`src/rtl/load_store_unit.sv`:
```
// RV64 load/store unit between EX/MEM and a 64-bit data memory: sizes, aligns, extends loads and
// turns sub-doubleword stores into read-modify-write of the enclosing doubleword.
module load_store_unit #(
  parameter int MEM_BYTES = 2048
) (
  input  logic        clk,
  input  logic        reset,
  input  logic        req_valid,
  output logic        req_ready,
  input  logic        req_read,
  input  logic        req_write,
  input  logic [2:0]  req_funct3,
  input  logic [63:0] req_addr,
  input  logic [63:0] req_wdata,
  output logic        resp_valid,
  output logic [63:0] resp_rdata,
  output logic        resp_fault,
  output logic        mem_read,
  output logic        mem_write,
  output logic [63:0] mem_address,
  output logic [63:0] mem_write_data,
  input  logic [63:0] mem_read_data
);

  typedef enum logic [1:0] {IDLE, LOAD, RMW_RD, STORE_WR} state_t;

  state_t      state_q, state_d;
  logic [2:0]  off_q, off_d;
  logic [1:0]  size_q, size_d;
  logic        uns_q, uns_d;
  logic [63:0] wdata_q, wdata_d;
  logic [63:0] mem_address_q, mem_address_d;
  logic [63:0] mem_write_data_q, mem_write_data_d;
  logic [63:0] resp_rdata_q, resp_rdata_d;
  logic        resp_valid_q, resp_valid_d;
  logic        resp_fault_q, resp_fault_d;
  logic        mem_read_q, mem_read_d;
  logic        mem_write_q, mem_write_d;

  logic        accept, bad_align, fault;
  logic [5:0]  shamt;
  logic [63:0] lane, lane_mask, merged;

  assign shamt = {off_q, 3'b000};
  assign lane  = mem_read_data >> shamt;

  always_comb begin
    lane_mask = 64'hFFFF_FFFF_FFFF_FFFF;
    case (size_q)
      2'd0:    lane_mask = 64'h0000_0000_0000_00FF;
      2'd1:    lane_mask = 64'h0000_0000_0000_FFFF;
      2'd2:    lane_mask = 64'h0000_0000_FFFF_FFFF;
      default: lane_mask = 64'hFFFF_FFFF_FFFF_FFFF;
    endcase
  end

  assign merged = (mem_read_data & ~(lane_mask << shamt)) | ((wdata_q & lane_mask) << shamt);

  always_comb begin
    bad_align = 1'b0;
    case (req_funct3[1:0])
      2'd1:    bad_align = req_addr[0];
      2'd2:    bad_align = (req_addr[1:0] != 2'd0);
      2'd3:    bad_align = (req_addr[2:0] != 3'd0);
      default: bad_align = 1'b0;
    endcase
  end

  // funct3=7 is only illegal for loads; a store uses just the size bits
  assign fault  = bad_align || (req_addr >= 64'(MEM_BYTES)) || (!req_write && req_funct3 == 3'd7);
  assign accept = req_valid && (state_q == IDLE) && (req_read || req_write);

  always_comb begin
    state_d          = state_q;
    off_d            = off_q;
    size_d           = size_q;
    uns_d            = uns_q;
    wdata_d          = wdata_q;
    mem_address_d    = mem_address_q;
    mem_write_data_d = mem_write_data_q;
    resp_rdata_d     = 64'd0;
    resp_valid_d     = 1'b0;
    resp_fault_d     = 1'b0;
    mem_read_d       = 1'b0;
    mem_write_d      = 1'b0;
    case (state_q)
      IDLE: begin
        if (accept) begin
          if (fault) begin
            resp_valid_d = 1'b1;
            resp_fault_d = 1'b1;
          end else begin
            off_d         = req_addr[2:0];
            size_d        = req_funct3[1:0];
            uns_d         = req_funct3[2];
            wdata_d       = req_wdata;
            mem_address_d = {req_addr[63:3], 3'b000};
            if (req_write && req_funct3[1:0] == 2'd3) begin
              state_d          = STORE_WR;
              mem_write_d      = 1'b1;
              mem_write_data_d = req_wdata;
            end else begin
              state_d    = req_write ? RMW_RD : LOAD;
              mem_read_d = 1'b1;
            end
          end
        end
      end
      LOAD: begin
        case (size_q)
          2'd0:    resp_rdata_d = {{56{~uns_q & lane[7]}},  lane[7:0]};
          2'd1:    resp_rdata_d = {{48{~uns_q & lane[15]}}, lane[15:0]};
          2'd2:    resp_rdata_d = {{32{~uns_q & lane[31]}}, lane[31:0]};
          default: resp_rdata_d = lane;
        endcase
        resp_valid_d = 1'b1;
        state_d      = IDLE;
      end
      RMW_RD: begin
        mem_write_data_d = merged;
        mem_write_d      = 1'b1;
        state_d          = STORE_WR;
      end
      STORE_WR: begin
        resp_valid_d = 1'b1;
        state_d      = IDLE;
      end
      default: state_d = IDLE;
    endcase
  end

  always_ff @(posedge clk) begin
    if (reset) begin
      state_q          <= IDLE;
      off_q            <= 3'd0;
      size_q           <= 2'd0;
      uns_q            <= 1'b0;
      wdata_q          <= 64'd0;
      mem_address_q    <= 64'd0;
      mem_write_data_q <= 64'd0;
      resp_rdata_q     <= 64'd0;
      resp_valid_q     <= 1'b0;
      resp_fault_q     <= 1'b0;
      mem_read_q       <= 1'b0;
      mem_write_q      <= 1'b0;
    end else begin
      state_q          <= state_d;
      off_q            <= off_d;
      size_q           <= size_d;
      uns_q            <= uns_d;
      wdata_q          <= wdata_d;
      mem_address_q    <= mem_address_d;
      mem_write_data_q <= mem_write_data_d;
      resp_rdata_q     <= resp_rdata_d;
      resp_valid_q     <= resp_valid_d;
      resp_fault_q     <= resp_fault_d;
      mem_read_q       <= mem_read_d;
      mem_write_q      <= mem_write_d;
    end
  end

  // Gated by reset so a store caught mid-flight never reaches the memory edge
  assign req_ready      = (state_q == IDLE) & ~reset;
  assign resp_valid     = resp_valid_q & ~reset;
  assign resp_fault     = resp_fault_q & ~reset;
  assign resp_rdata     = resp_rdata_q & {64{~reset}};
  assign mem_read       = mem_read_q & ~reset;
  assign mem_write      = mem_write_q & ~reset;
  assign mem_address    = mem_address_q & {64{~reset}};
  assign mem_write_data = mem_write_data_q & {64{~reset}};

endmodule

```
`config.mk`:
```
export PLATFORM = sky130hd
export DESIGN_NAME = load_store_unit
export DESIGN_NICKNAME = d
export VERILOG_FILES = /design/src/rtl/load_store_unit.sv
export SDC_FILE = /design/constraint.sdc
export NUM_CORES = 1
export LEC_CHECK = 0
export ABC_AREA = 1
export CAP_MARGIN = 25
export CELL_PAD_IN_SITES_DETAIL_PLACEMENT = 1
export CELL_PAD_IN_SITES_GLOBAL_PLACEMENT = 2
export CORE_UTILIZATION = 23
export CTS_CLUSTER_DIAMETER = 40
export CTS_CLUSTER_SIZE = 8
export DETAILED_ROUTE_END_ITERATION = 10
export GPL_TIMING_DRIVEN = 0
export PLACE_DENSITY = 0.88
export SLEW_MARGIN = 30
export SYNTH_ARGS = -nofsm -noshare
export SYNTH_HDL_FRONTEND = slang
export SYNTH_SLANG_ARGS = --single-unit
```
`constraint.sdc`:
```
create_clock -name clk -period 1.55 [get_ports clk]
set_input_delay 0.31 -clock clk [delete_from_list [all_inputs] [get_ports clk]]
set_output_delay 0.31 -clock clk [all_outputs]
set_load 0.05 [all_outputs]
```
### Word level (Yosys, flattened, before mapping)

Cells that the tools add are included.

| storage, ports and cells | value |
|---|---|
| output and inout bits | 197 |
| logic and storage cells | 89 |
| bits of input ports | 200 |
| register bits after elaboration | 265 |

| operators by class | value |
|---|---|
| eq/ne operators | 12 |
| multiplexer cells | 20 |
| bitwise logic cells | 21 |
| magnitude comparators | 1 |
| shift-type cells | 3 |
| reduce and logical (&&, ||, !) cells | 20 |

Operators by type and width:

| cell | count |
|---|---|
| 64-bit one-hot mux with 3 select lines | 2 |
| 64-bit bitwise AND | 5 |
| 64-bit 2-to-1 mux | 3 |
| 64-bit one-hot mux with 2 select lines | 1 |
| 64-bit by 6-bit left shift with 64-bit output | 2 |
| 64-bit by 12-bit greater-or-equal comparator with 1-bit output (second input constant) | 1 |
| 64-bit inverter | 1 |
| 64-bit OR | 1 |
| 64-bit by 6-bit right shift with 64-bit output | 1 |
| 2-bit equality test (second input constant) | 5 |
| 1-bit bitwise AND | 8 |
| 2-bit 2-to-1 mux | 4 |
| 2-bit by 1-bit equality test with 1-bit output (second input constant) | 3 |
| 1-bit 2-to-1 mux | 6 |
| 1-bit inverter | 6 |
| 2-bit one-hot mux with 3 select lines | 1 |
| 2-bit OR reduction | 3 |
| 1-bit logical AND | 4 |
| 2-bit zero test | 2 |
| 2-bit != test (second input constant) | 2 |
| 1-bit one-hot mux with 2 select lines | 2 |
| 4-bit AND reduction | 1 |
| 2-bit nonzero test | 2 |
| 4-bit OR reduction | 1 |
| 8 further kinds | 10 |

### Longest topological paths before layout

Gate-level depths: netlist of the first run.

| logic depth | value |
|---|---|
| word-level depth | 7 |
| mapped depth | 14 |
| depth with buffers taken out | 12 |

### Worst setup path after synthesis of the first run

Ideal clock, no wire load.

| timing path | value |
|---|---|
| path kind | input -> output |
| start point | in reset |
| end point | out req_ready |
| path buffers | 2 |
| setup slack | -0.506 ns |
| stages | 3 |
| data required time | 1.240 ns |
| data arrival time | 1.746 ns |
| cells stage by stage | clkbuf_1 -> clkbuf_1 -> nor3_1 |

| on the way | value |
|---|---|
| cells in the longest elaborated chain, start to end | 2 |

RTL lines:

| item | RTL line | text |
|---|---|---|
| start: declaration | 7 | `input logic reset,` |
| 1-bit inverter | 163 | `assign req_ready = (state_q == IDLE) & ~reset;` |
| 1-bit bitwise AND | 163 |  |
| end: declaration | 9 | `output logic req_ready,` |

Every way passes these cells.

### Final worst setup path of the first run

| timing path | value |
|---|---|
| start point | reg off_q[0] |
| end point | reg mem_write_data_q[37] |

| on the way | value |
|---|---|
| cells in the longest elaborated chain, start to end | 5 |
| elaborated cells between the ends (all ways) | 6 |
| those cells by class | 2 x shift; 1 x mux; 3 x bitwise |

RTL lines:

| item | RTL line | text |
|---|---|---|
| start: declaration | 28 | `logic [2:0] off_q, off_d;` |
| start signal: assignment | 135 | `off_q <= 3'd0;` |
| start signal: assignment | 148 | `off_q <= off_d;` |
| 64-bit by 6-bit left shift with 64-bit output | 57 | `assign merged = (mem_read_data & ~(lane_mask << shamt)) \| ((wdata_q & lane_mask) << shamt);` |
| 64-bit inverter | 57 |  |
| 64-bit bitwise AND | 57 |  |
| 64-bit OR * | 57 |  |
| 64-bit one-hot mux with 2 select lines * | 86 | `case (state_q)` |
| end signal: assignment | 153 | `mem_write_data_q <= mem_write_data_d;` |
| end: declaration | 33 | `logic [63:0] mem_write_data_q, mem_write_data_d;` |

Every way passes the cells marked *; elsewhere a longest branch is shown, timed or not.
A chain may end at the register's enable or synchronous reset.

==> reports/metrics.cfg, run 1 <==
[cts]
cts.sinks = 265
cts.reportedPaths.clkPinSlew_ns = 0.05
cts-buffers-inserted = 51
htree_num_levels = 2
clock-root-buffer = sky130_fd_sc_hd__clkbuf_16
clock_network_latency_to_the_later_pin_of_the_worst_skew_pair_ns = 0.60
cts.path.max_buffers = 3
tritoncts_clock_tree = yes

[drt]
routed_wl_um = 94100
antenna_violating_nets_post_route = 0
wl_per_cell_um = 23.79
drt_first_pass_iters = 5
routed-via-count = 19520
drt-vias-per-instance = 4.936
drc = 0
drt-initial-drc-count = 1517

[power_and_ir_drop]
pwr_density_cell_nw_per_um2 = 757.0
ir_worst_vdd_v = 0.0008664
power_mw = 20.57
static-leakage-power_nw = 12.14

[worst_setup_path]
worst-endpoint-required_ns = 2.03
startpoint_type = register
endpoint_kind = register
crit_fanout = 11
arrival_time_of_the_worst_setup_path_ns = 2.39
timing.setup.critical_path_class = reg2reg

[global_route]
grt_pass1_vias = 19400
gr-total-overflow = 0
grt_pass1_wl_um = 131600
track_usage_pct = 26.79
antenna_found_initial = 15
grt_start_max_net_pins = 16

[sta]
final_min_period_over_clock_period_pct = 123.4
fmax_ghz = 0.5230
finClkSkew_ns = 0.02034
final_critical_path_setup_slack_ns = -0.3620
finalHoldWorstSlack_ns = -0.004419
timing.final.hold_violations = 1
minimum_clock_period_after_layout_ns = 1.912
relSlewSlack_pct = 44.53
fin_tns_setup_ns = -31.98
timing.final.max_slew_violations = 0
grt_setup_unrepaired = true
setup_viol_count_final = 270
worst_pin_slew_ns = 0.8321

[synthesis]
synthArstFlopShare_pct = 0
synth_largest_area_cell = sky130_fd_sc_hd__dfxtp_1
ys_ff_latch = 265
synthesis.yosys.warnings = 0
synth_cell_type_count = 41
synth_sequential_area_ratio_pct = 35.06
synth-edff-count = 0
top_cells_by_area_in_the_synthesized_netlist = sky130_fd_sc_hd__dfxtp_1 (35%), sky130_fd_sc_hd__nor2_1 (13%), sky130_fd_sc_hd__nand2_1 (10%), sky130_fd_sc_hd__inv_1 (8.2%), sky130_fd_sc_hd__nand3_1 (7.5%)
mappedNetlistArea_sq_um = 15130
flip_flop_cell_with_the_highest_count_after_synthesis = sky130_fd_sc_hd__dfxtp_1
post-synth-top-area-fraction_pct = 35.06
postSynthAreaPerCell_sq_um = 6.047
synth_cells = 2502

[placement]
globalplace.congestion = 0.9934
dp_slack_ns = -2.523
hpwl_um = 70460
count_of_input_and_output_buffers = 393

[final_layout]
final_nets = 3250
final_core_util_pct = 42.01
post_route_cells_drive_above_1_share_pct = 36.78
areaGrowthSynthToFinish_pct = 79.63
n_fill_cell = 7882
area.sequential_sq_um = 5369
multi_input_area_sq_um = 10040

[floorplanning]
initial_core_utilization_pct = 23.39
die_x_um = 258.5
chip_height_um = 258.5
core.rowCount = 93
top_level_ports = 397
core_area_sq_um = 64700
design.die.area_sq_um = 66810

[run_status]
run_status = complete, but fails checks
failed_checks = negative hold slack, negative setup slack

[min_path]
hp-class = in2reg

[job]
max_cap_violations = 0

-- cell usage in the layout, fill, tap and decap left out, drive strengths merged, types with 4 or more instances in the layout --
master	synthesis	final
mux2i	7	7
a22oi	11	11
diode	0	14
a31oi	8	8
nor2	550	550
inv	342	327
nor3	59	59
nand2	427	427
o21ai	228	228
bufinv	0	10
clkinvlp	0	16
nand3	233	234
buf	101	382
dfxtp	265	265
clkinv	2	14
o211ai	4	4
o22ai	13	13
dlymetal6s2s	0	50
clkdlybuf4s50	0	133
clkbuf	73	152
dlygate4sd2	0	12
a21oi	166	166
-- final cells by class --
cell class	instances	share of cell area, %
Timing Repair Buffer	493	20.26
Buffer	173	7.081
Antenna cell	14	0.1289
Tap cell	855	3.936
Clock buffer	66	5.124
Inverter	344	5.166
Multi-Input combinational cell	1722	36.96
Clock inverter	23	1.593
Sequential cell	265	19.76
-- cells in the mapped netlist, drive strengths merged, types with 2 or more instances --
cell type,instances
clkinv,2
dfxtp,265
mux2i,7
inv,342
nor3,59
o211ai,4
or2,3
nor2,550
nand4,3
a21oi,166
a21boi,2
nand3,233
buf,101
nand2,427
a31oi,8
a22oi,11
o21ai,228
clkbuf,73
o22ai,13
-- routing by layer --
layer | vias to the layer above | GRT usage, % | routed length [um]
met4 | 2 | 15.30 | 5375
met1 | 9464 | 32.57 | 37330
met2 | 798 | 44.78 | 45170
met3 | 237 | 4.294 | 6217
li1 | 9020 | - | -
met5 | - | 0 | 12
-- sequential cells by signal (all words and copies together) (netlist names), 2 cells and up --
signal            cells
mem_address_q        61
size_q                2
mem_write_data_q     64
wdata_q              64
state_q               2
resp_rdata_q         64
off_q                 3
-- worst paths after layout --
check	startpoint	to	slack [ns]	cells past startpoint
worst max-delay path	off_q[0]$_SDFFE_PP0P_	mem_write_data_q[37]$_SDFFE_PP0P_	-0.36	11
worst min-delay path	req_addr[3]	mem_address_q[3]$_SDFFE_PP0P_	-0.004	3
worst max register to register	off_q[0]$_SDFFE_PP0P_	mem_write_data_q[37]$_SDFFE_PP0P_	-0.36	11
worst min register to register	mem_address_q[52]$_SDFFE_PP0P_	mem_address_q[52]$_SDFFE_PP0P_	0.45	2
-- worst max-delay path, cell delays in order, from the launching register on --
cell                      delay (ns)
sky130_fd_sc_hd__dfxtp_4        0.39
sky130_fd_sc_hd__buf_12         0.16
sky130_fd_sc_hd__buf_12         0.17
sky130_fd_sc_hd__nand2_2        0.11
sky130_fd_sc_hd__o21ai_2        0.19
sky130_fd_sc_hd__nand2_4        0.14
sky130_fd_sc_hd__nand3_1        0.13
sky130_fd_sc_hd__nand2_1        0.10
sky130_fd_sc_hd__nor2_4         0.16
sky130_fd_sc_hd__nor2_1         0.06
sky130_fd_sc_hd__nor2_1         0.11
sky130_fd_sc_hd__a21oi_1        0.05
-- where the power goes --
part / leakage (nW) / internal, mW / switching (mW)
clock network: 0.892 / 7.98 / 3.90
logic: 9.09 / 0.840 / 1.03
registers: 2.16 / 6.83 / 0.000583
-- what timing repair did --
item / 4_1_cts / 5_1_grt
setup buffers: 49 / 26
endpoints found under the setup margin: 459 / 446
pin swaps: 82 / 70
hold buffers: 0 / 0
cloned: 16 / 10
gates resized for setup: 2104 / 423
-- through the flow --
stage | cell area (sq um) | std cells
global route | 27170 | 3953
CTS | 25410 | 3906
global placement | 20430 | 3752
detailed placement | 20430 | 3752
floorplan | 15420 | 2504
finish | 27180 | 3955
-- cells by family after synthesis --
family	count (synthesis)	share of synthesized area, %
multiplexers	7	0.4631
flip-flops	265	35.06
buffers and inverters	518	14.51
AO/OA/AOI/OAI	434	14.94
other	1	0.02479
AND/OR/NAND/NOR	1277	35.01
(Power assumes the default switching activity.)
==> run 2, diff against run 1 <==
SKIP_CTS_REPAIR_TIMING = 1   (was unset)
==> run 2 against run 1 <==
  * The flow finishes with violations (negative setup slack)
  * Cell area shrank 5.2%
  * Utilization shrank 2.2 points
  * Sequential power is essentially flat
  * Clock-buffer cell count is the same
  * Non-clock buffer count shrank 29
  * Worst setup slack lost 0.035 ns
  * Die area is the same
  * Critical path type unchanged
  * Largest power group unchanged
==> reports/metrics.cfg, run 2 (synthesis gave the netlist of run 1 again) <==
[run_status]
run_status = complete, but fails checks  ; unchanged
failed_checks = negative setup slack  ; was negative hold slack, negative setup slack

[sta]
finClkSkew_ns = 0.01764  ; was 0.02034 ns
grt_setup_unrepaired = true  ; unchanged
relSlewSlack_pct = 49.97  ; was 44.53%
worst_pin_slew_ns = 0.7505  ; was 0.8321 ns
final_critical_path_setup_slack_ns = -0.3969  ; was -0.3620 ns
timing.final.hold_violations = 0  ; was 1
fmax_ghz = 0.5136  ; was 0.5230 GHz
setup_viol_count_final = 320  ; was 270
timing.final.max_slew_violations = 0  ; unchanged
minimum_clock_period_after_layout_ns = 1.947  ; was 1.912 ns
final_min_period_over_clock_period_pct = 125.6  ; was 123.4%

[drt]
routed-via-count = 19160  ; was 19520
antenna_violating_nets_post_route = 0  ; unchanged
drt-vias-per-instance = 4.885  ; was 4.936
routed_wl_um = 90280  ; was 94100 um
drt_first_pass_iters = 5  ; unchanged
drc = 0  ; unchanged
drt-initial-drc-count = 1328  ; was 1517
wl_per_cell_um = 23.02  ; was 23.79 um

[worst_setup_path]
timing.setup.critical_path_class = reg2reg  ; unchanged
arrival_time_of_the_worst_setup_path_ns = 2.47  ; was 2.39 ns
crit_fanout = 10  ; was 11
startpoint_type = register  ; unchanged
worst-endpoint-required_ns = 2.07  ; was 2.03 ns
endpoint_kind = register  ; unchanged

[cts]
tritoncts_clock_tree = yes  ; unchanged
cts.path.max_buffers = 3  ; unchanged
clock_network_latency_to_the_later_pin_of_the_worst_skew_pair_ns = 0.60  ; about the same
clock-root-buffer = sky130_fd_sc_hd__clkbuf_16  ; unchanged
cts.reportedPaths.clkPinSlew_ns = 0.05  ; about the same
cts.sinks = 265  ; unchanged
htree_num_levels = 2  ; unchanged
cts-buffers-inserted = 51  ; unchanged

[placement]
globalplace.congestion = 0.9934  ; unchanged
dp.cells = 3752  ; unchanged
count_of_input_and_output_buffers = 393  ; unchanged
post_detailed_placement_cell_area_sq_um = 20430  ; unchanged
hpwl_um = 70460  ; unchanged

[final_layout]
layout_common_cells = sky130_fd_sc_hd__nor2_1 (385), sky130_fd_sc_hd__nand2_1 (354), sky130_fd_sc_hd__inv_1 (222)  ; was sky130_fd_sc_hd__nor2_1 (359), sky130_fd_sc_hd__nand2_1 (339), sky130_fd_sc_hd__inv_1 (264)
leading_cell_type_in_the_layout_fill_and_taps_excluded = sky130_fd_sc_hd__nor2_1  ; unchanged
final_core_util_pct = 39.81  ; was 42.01%
layout.cells.non_filler = 3922  ; was 3955
final_area_sq_um = 25760  ; was 27180 sq um
final_nets = 3221  ; was 3250
post_route_cells_drive_above_1_share_pct = 34.48  ; was 36.78%
top_regs = mem_write_data_q x64, resp_rdata_q x64, wdata_q x64  ; unchanged
areaGrowthSynthToFinish_pct = 70.24  ; was 79.63%

[global_route]
antenna_found_initial = 11  ; was 15
track_usage_pct = 24.98  ; was 26.79%
grt_pass1_vias = 18420  ; was 19400
gr-total-overflow = 0  ; unchanged
grt_pass1_wl_um = 122800  ; was 131600 um
grt_start_max_net_pins = 16  ; unchanged

[power_and_ir_drop]
power_mw = 20.38  ; was 20.57 mW
ir_worst_vdd_v = 0.0007785  ; was 0.0008664 V
pwr_density_cell_nw_per_um2 = 791.4  ; was 757.0 nW/um^2
static-leakage-power_nw = 11.83  ; was 12.14 nW

[floorplanning]
chip_height_um = 258.5  ; unchanged
core.rowCount = 93  ; unchanged
top_level_ports = 397  ; unchanged
die_x_um = 258.5  ; unchanged
design.die.area_sq_um = 66810  ; unchanged
core_area_sq_um = 64700  ; unchanged
initial_core_utilization_pct = 23.39  ; unchanged

[min_path]
hp-class = in2reg  ; unchanged

[job]
max_cap_violations = 0  ; unchanged

-- run 2: cell types whose count changed in the layout (fill, tap and decap cells not counted), moves of 28 or more --
cell                      before  now
sky130_fd_sc_hd__a21oi_1     125  153
sky130_fd_sc_hd__a21oi_2      40   11
sky130_fd_sc_hd__buf_4       113   76
sky130_fd_sc_hd__dfxtp_1     220  168
sky130_fd_sc_hd__dfxtp_2      42   94
sky130_fd_sc_hd__inv_1       264  222
sky130_fd_sc_hd__inv_2        55   99
sky130_fd_sc_hd__nand3_1     155  189
sky130_fd_sc_hd__nor2_4      109   71
sky130_fd_sc_hd__o21ai_0     118  158
sky130_fd_sc_hd__o21ai_2      51   21
-- run 2: per-layer routing --
metal / wire length, um / global-route usage (%) / up-vias / part of all wire, %
li1: - / - / 8933 / -
met1: 36720 / 31.50 / 9291 / 41
met2: 42460 / 40.94 / 720 / 47
met3: 5857 / 3.932 / 212 / 6.5
met4: 5225 / 13.03 / 2 / 5.8
met5: 13 / 0 / - / 0.014
-- run 2: where the power goes --
group / internal [mW] / switching, mW / leakage, nW
logic: 0.761 / 0.958 / 8.76
clock network: 7.98 / 3.86 / 0.892
registers: 6.83 / 0.000844 / 2.18
-- run 2: through the flow --
step	hold slack [ns]	TNS, ns	worst slack (ns)
6_report	0.005728	-52.59	-0.3969
5_1_grt	0.02067	-73.92	-0.4304
4_1_cts	0.2787	-500.39	-2.553
3_5_place_dp	0.4394	-611.76	-2.523
3_3_place_gp	0.4330	-613.09	-2.502
2_1_floorplan	0.4249	-31.52	-0.3220
-- run 2: final cells by class --
type	count	area (sq um)
clock inverter	23	432.9
antenna	10	25.02
inverter	344	1381
buffer	174	1633
multi-input combinational	1722	9263
fill	7975	38940
sequential	265	5434
tap	855	1070
timing repair buffer	463	5126
clock buffer	66	1393
-- run 2: worst max-delay path, cell delays in order (launching register included) --
cell,delay [ns]
sky130_fd_sc_hd__dfxtp_2,0.38
sky130_fd_sc_hd__inv_2,0.21
sky130_fd_sc_hd__buf_4,0.28
sky130_fd_sc_hd__clkbuf_4,0.30
sky130_fd_sc_hd__nand3_1,0.15
sky130_fd_sc_hd__a31oi_4,0.32
sky130_fd_sc_hd__nor2_1,0.11
sky130_fd_sc_hd__a21oi_1,0.12
-- run 2: worst paths after layout --
path                                  startpoint  depth (start not counted)  slack [ns]                                 to
setup reg to reg           off_q[2]$_SDFFE_PP0P_                          7       -0.40  mem_write_data_q[34]$_SDFFE_PP0P_
setup / recovery           off_q[2]$_SDFFE_PP0P_                          7       -0.40  mem_write_data_q[34]$_SDFFE_PP0P_
hold / removal                       req_addr[3]                          3       0.006      mem_address_q[3]$_SDFFE_PP0P_
hold reg to reg   mem_address_q[29]$_SDFFE_PP0P_                          2        0.44     mem_address_q[29]$_SDFFE_PP0P_
